--- config.mk ---
export PLATFORM = sky130hd
export DESIGN_NAME = xor_acc_arbiter
export DESIGN_NICKNAME = d
export VERILOG_FILES = /design/src/rtl/xor_acc_arbiter.sv
export SDC_FILE = /design/constraint.sdc
export NUM_CORES = 1
export LEC_CHECK = 0
export ABC_AREA = 1
export BUFFER_PORTS_ARGS = -buffer_cell sky130_fd_sc_hd__buf_2
export CORE_ASPECT_RATIO = 0.6
export CORE_MARGIN = 2
export CORE_UTILIZATION = 54
export CTS_CLUSTER_SIZE = 10
export DETAILED_ROUTE_END_ITERATION = 8
export GPL_ROUTABILITY_DRIVEN = 0
export GPL_TIMING_DRIVEN = 0
export PLACE_DENSITY = 0.87
export SLEW_MARGIN = 20
export SYNTH_ARGS = -nofsm -noshare
export SYNTH_HDL_FRONTEND = slang
export SYNTH_SLANG_ARGS = --single-unit
--- constraint.sdc ---
create_clock -name clk -period 3.1 [get_ports clk]
set_input_delay 0.62 -clock clk [delete_from_list [all_inputs] [get_ports clk]]
set_output_delay 0.62 -clock clk [all_outputs]
set_load 0.02 [all_outputs]
--- src/rtl/xor_acc_arbiter.sv ---
// xor_acc_arbiter: round-robin arbiter in front of a shared W-bit XOR accumulator.
// Each granted requester either XORs its operand into the accumulator or clears it.
// A three-state FSM (IDLE -> GRANT -> ACK) handles one operation per three cycles.
// Optional feature: define XOR_ACC_PARITY_EN to add the registered acc_par output.
module xor_acc_arbiter #(
  parameter int unsigned NREQ = 4,
  parameter int unsigned W    = 6
) (
  input  logic              clk,
  input  logic              reset,
  input  logic [NREQ-1:0]   req,
  input  logic [NREQ*W-1:0] req_data,
  input  logic [NREQ-1:0]   req_clr,
  output logic [NREQ-1:0]   gnt,
  output logic [NREQ-1:0]   ack,
  output logic [W-1:0]      acc,
  output logic              busy,
  output logic [7:0]        op_cnt
`ifdef XOR_ACC_PARITY_EN
  ,
  output logic              acc_par
`endif
);

  localparam int unsigned IW = $clog2(NREQ);

  typedef enum logic [1:0] {StIdle, StGrant, StAck} state_e;

  state_e          state_q, state_d;
  logic [NREQ-1:0] gnt_q, gnt_d;
  logic [NREQ-1:0] ack_q, ack_d;
  logic [W-1:0]    acc_q, acc_d;
  logic [7:0]      cnt_q, cnt_d;
  logic [IW-1:0]   last_q, last_d;
  logic [IW-1:0]   win_q, win_d;
  logic            busy_q;

  logic            pick_found;
  logic [IW-1:0]   pick_idx;
  int unsigned     cand;

  // Round-robin search starting just after the last completed winner.
  always_comb begin
    pick_found = 1'b0;
    pick_idx   = last_q;
    cand       = 0;
    for (int unsigned off = 1; off <= NREQ; off++) begin
      cand = (32'(last_q) + off) % NREQ;
      if (!pick_found && req[cand[IW-1:0]]) begin
        pick_found = 1'b1;
        pick_idx   = cand[IW-1:0];
      end
    end
  end

  // Next-state and next-output logic; outputs are registered from these _d values.
  always_comb begin
    state_d = state_q;
    gnt_d   = '0;
    ack_d   = '0;
    acc_d   = acc_q;
    cnt_d   = cnt_q;
    last_d  = last_q;
    win_d   = win_q;
    unique case (state_q)
      StIdle: begin
        if (pick_found) begin
          win_d   = pick_idx;
          gnt_d   = NREQ'(1) << pick_idx;
          state_d = StGrant;
        end
      end
      StGrant: begin
        // A requester that dropped req before completion aborts without side effects.
        if (req[win_q]) begin
          acc_d   = req_clr[win_q] ? '0 : (acc_q ^ req_data[win_q*W +: W]);
          cnt_d   = cnt_q + 8'd1;
          last_d  = win_q;
          ack_d   = NREQ'(1) << win_q;
          state_d = StAck;
        end else begin
          state_d = StIdle;
        end
      end
      StAck: begin
        state_d = StIdle;
      end
      default: begin
        state_d = StIdle;
      end
    endcase
  end

  // State and output registers; reset leaves requester 0 with first priority.
  always_ff @(posedge clk or negedge reset) begin
    if (!reset) begin
      state_q <= StIdle;
      gnt_q   <= '0;
      ack_q   <= '0;
      acc_q   <= '0;
      cnt_q   <= '0;
      last_q  <= IW'(NREQ - 1);
      win_q   <= '0;
      busy_q  <= 1'b0;
    end else begin
      state_q <= state_d;
      gnt_q   <= gnt_d;
      ack_q   <= ack_d;
      acc_q   <= acc_d;
      cnt_q   <= cnt_d;
      last_q  <= last_d;
      win_q   <= win_d;
      busy_q  <= (state_d != StIdle);
    end
  end

`ifdef XOR_ACC_PARITY_EN
  logic par_q;

  // Parity tracks the accumulator value being registered this cycle.
  always_ff @(posedge clk or negedge reset) begin
    if (!reset) begin
      par_q <= 1'b0;
    end else begin
      par_q <= ^acc_d;
    end
  end

  assign acc_par = par_q;
`else
  // No parity output in this build.
`endif

  assign gnt    = gnt_q;
  assign ack    = ack_q;
  assign acc    = acc_q;
  assign busy   = busy_q;
  assign op_cnt = cnt_q;

endmodule

==> run_results.csv <==
group,metric,value,unit
detailed_routing,drt_iter0_drc,149,
final_layout,final-instance-count-excl-fill,348,
setup_path,crit_path_top_delay_cell,"dfstp_2",
timing,max_slew.worst_pin.slew,0.608,ns
flow_run,max_cap_violations,0,
clocking,cts_tree,"yes",
final_layout,fillers,254,
grt,grt_first_pass_wirelength,6.85,mm
synthesis,ys_seq_area_share,42.6,%
setup_path,critPathArrivalTime,2.08,ns
setup_path,rr_worst_depth,12,
clocking,htree_levels,2,
synthesis,synth_flop_cell,"dfrtp_1",
clocking,insertion_delay,0.28,ns
place,hpwl,3.11,mm
timing,max_slew_margin,59.5,%
setup_path,reg2reg_to,"gnt[3]",
place,place_inst,340,
clocking,ctsResizeCount,0,
setup_path,critical_path_class,"reg -> reg",
run_status,status,"finished, final reports clean",
final_layout,mostFrequentLayoutCells,"nand2_1, buf_2, dfrtp_1",
synthesis,avgSynthCellArea,7.06,µm²
floorplanning,coreArea,2950,µm²
timing,fin_ws,1.18,ns
timing,rsz0062_at_grt,"no",
timing,period_share,61.8,%
synthesis,synth_async_sr_flop_share,100,%
setup_path,endpoint_kind,"flip-flop",
floorplanning,die_area,3650,µm²
grt,grt_max_degree,30,
synthesis,ys_ff_latch,29,
floorplanning,pin_count,57,
clocking,clock_sinks,29,
place,dp_slack,1.22,ns
detailed_routing,drc,0,
setup_path,slowest_delay,0.56,ns
place,io_buffers,56,
setup_path,critPathTopFamily,"simple AND/OR/NAND/NOR gates",
setup_path,cp_num_buf_inv,3,
timing,finalMaxSlewViolations,0,
clocking,cts-root-buf,"clkbuf_8",
power_and_ir_drop,p_per_area,1040,nW/µm²
timing,finalSetupTns,0,ns
detailed_routing,vias,1767,
detailed_routing,dr.pass1.iters,4,
grt,grt_pass1_vias,1500,
setup_path,crit_required,3.26,ns
power_and_ir_drop,p_leak,1.24,nW
floorplanning,die_height,47.6,µm
final_layout,n_antenna_cell,0,
synthesis,synth_fp_nets,277,
setup_path,crit_chain,"inv_2, buf_2, nand2_1, nand2_1, nand2_1, nand2_2, nor2_2, nand3_1, nand2_2, inv_2, nand2_1, nor2_1",
floorplanning,dieWidth,76.6,µm
setup_path,cp_max_fo,10,
min_path,hold_class,"in -> async",
synthesis,synth_edf_count,0,
timing,setup_violations,0,
clocking,cts.clk_slew.worst_paths,0.07,ns
clocking,cts_setup_buffers,0,
timing,fin_worst_skew,0.0105,ns
setup_path,r2r_start,"last_q[0]",
grt,grt.overflow.total,0,
synthesis,syn_area,1710,µm²
floorplanning,rows,15,
detailed_routing,totalWireLength,4.05,mm
detailed_routing,routedWlPerCell,11.6,µm
setup_path,startpoint_type,"flip-flop",
timing,finalHoldViolCount,0,
setup_path,regToRegSetupSlack,1.18,ns
clocking,cts_buffers,5,
synthesis,syn_inst,242,
timing,whs,0.345,ns
floorplanning,initial_utilization,58.0,%
final_layout,nets,340,
grt,antenna_found_initial,0,
final_layout,final_core_util,72.2,%
final_layout,final_common_cell,"nand2_1",
final_layout,layout-drive-gt1-share,27.1,%
timing,layout_min_cycle_time,1.92,ns
grt,grt_usage,25.0,%
detailed_routing,ant_nets,0,
timing,fmax,522,MHz
synthesis,ys_types,25,
clocking,cts_hold_buf,0,
synthesis,yosysWarningCount,0,
power_and_ir_drop,vdd_drop_max,0.469,mV
final_layout,area_delta_synth_final,24.5,%
setup_path,path_common_cell,"nand2_1",
clocking,clockBufferDepth,2,
detailed_routing,vias_per_cell,5.08,
[flip-flops by register name, summed over array words and instances, names as in the netlist]
name     cells
last_q       2
ack          4
acc          6
gnt          4
op_cnt       8
state_q      2
win_q        2
busy         1
[per-stage QoR]
stage	total power, mW	area, µm²
after floorplan	1.57	1710
after global placement	1.87	2040
after detailed placement	1.91	2040
after CTS	2.21	2130
after global routing	2.45	2130
final	2.22	2130
[metal layers]
metal  part of all wire, %  vias to the layer above  global-route usage, %  routed length [µm]
met5                     0                        -                      0                   0
met4                  0.25                        0                   9.09                  10
met3                   8.2                        2                   7.17                 332
met2                    43                       83                   38.6                1740
met1                    49                      781                   34.7                1970
li1                      -                      901                      -                   -
[synth_stat cells (all sizes together), types with 2 or more instances]
| master | count | area share (%) |
|---|---|---|
| nand2 | 105 | 23 |
| dfrtp | 27 | 40 |
| inv | 24 | 5.3 |
| nor2 | 20 | 5.0 |
| nand3 | 16 | 4.7 |
| o21ai | 10 | 2.9 |
| a22oi | 8 | 3.5 |
| nand4 | 8 | 2.9 |
| xor2 | 5 | 2.6 |
| buf | 4 | 1.5 |
| a21oi | 3 | 0.88 |
| nand3b | 3 | 1.3 |
| dfstp | 2 | 3.1 |
[power breakdown]
part / switching (mW) / internal, mW
sequential: 0.129 / 0.524
combinational: 0.847 / 0.423
clock: 0.141 / 0.154
total: 1.12 / 1.10
[worst reg2reg max path, stage by stage (launching register included)]
cell	delay [ns]
dfstp_2	0.56
inv_2	0.04
buf_2	0.18
nand2_1	0.07
nand2_1	0.10
nand2_1	0.15
nand2_2	0.11
nor2_2	0.15
nand3_1	0.10
nand2_2	0.11
inv_2	0.06
nand2_1	0.11
nor2_1	0.07
[logic make-up (layout without fill, tap and decap cells)]
kind of cell	count (synthesis)	after routing	synth area share, %
and+or+nand+nor	155	155	38.4
DFF	29	29	42.6
buffers and inverters	29	93	7.10
AOI/OAI and AO/OA	22	22	8.05
xor gates and xnor gates	6	6	3.07
adders and majority gates	1	1	0.732
[how the worst max path moves through the flow]
| stage | slack [ns] | cells past startpoint | to | from |
|---|---|---|---|---|
| CTS | 1.21 | 8 | acc[5] | win_q[0] |
| detailed placement | 1.22 | 8 | acc[5] | win_q[0] |
| floorplan | 1.48 | 12 | win_q[0] | last_q[0] |
| finish | 1.18 | 12 | gnt[3] | last_q[0] |
| global route | 1.00 | 8 | op_cnt[5] | win_q[0] |
| global placement | 1.25 | 8 | acc[5] | win_q[0] |
[cell type report]
type	count	area, µm²	share of cell area (%)
multi-input cells	184	860	40.4
flip-flops and latches	29	728	34.2
repair buffers	56	280	13.2
inverters	25	95.1	4.47
clock buffers	5	68.8	3.23
well taps	42	52.6	2.47
plain buffers	4	26.3	1.23
clock inverters	3	17.5	0.823
Power figures use the tool's default switching activity.
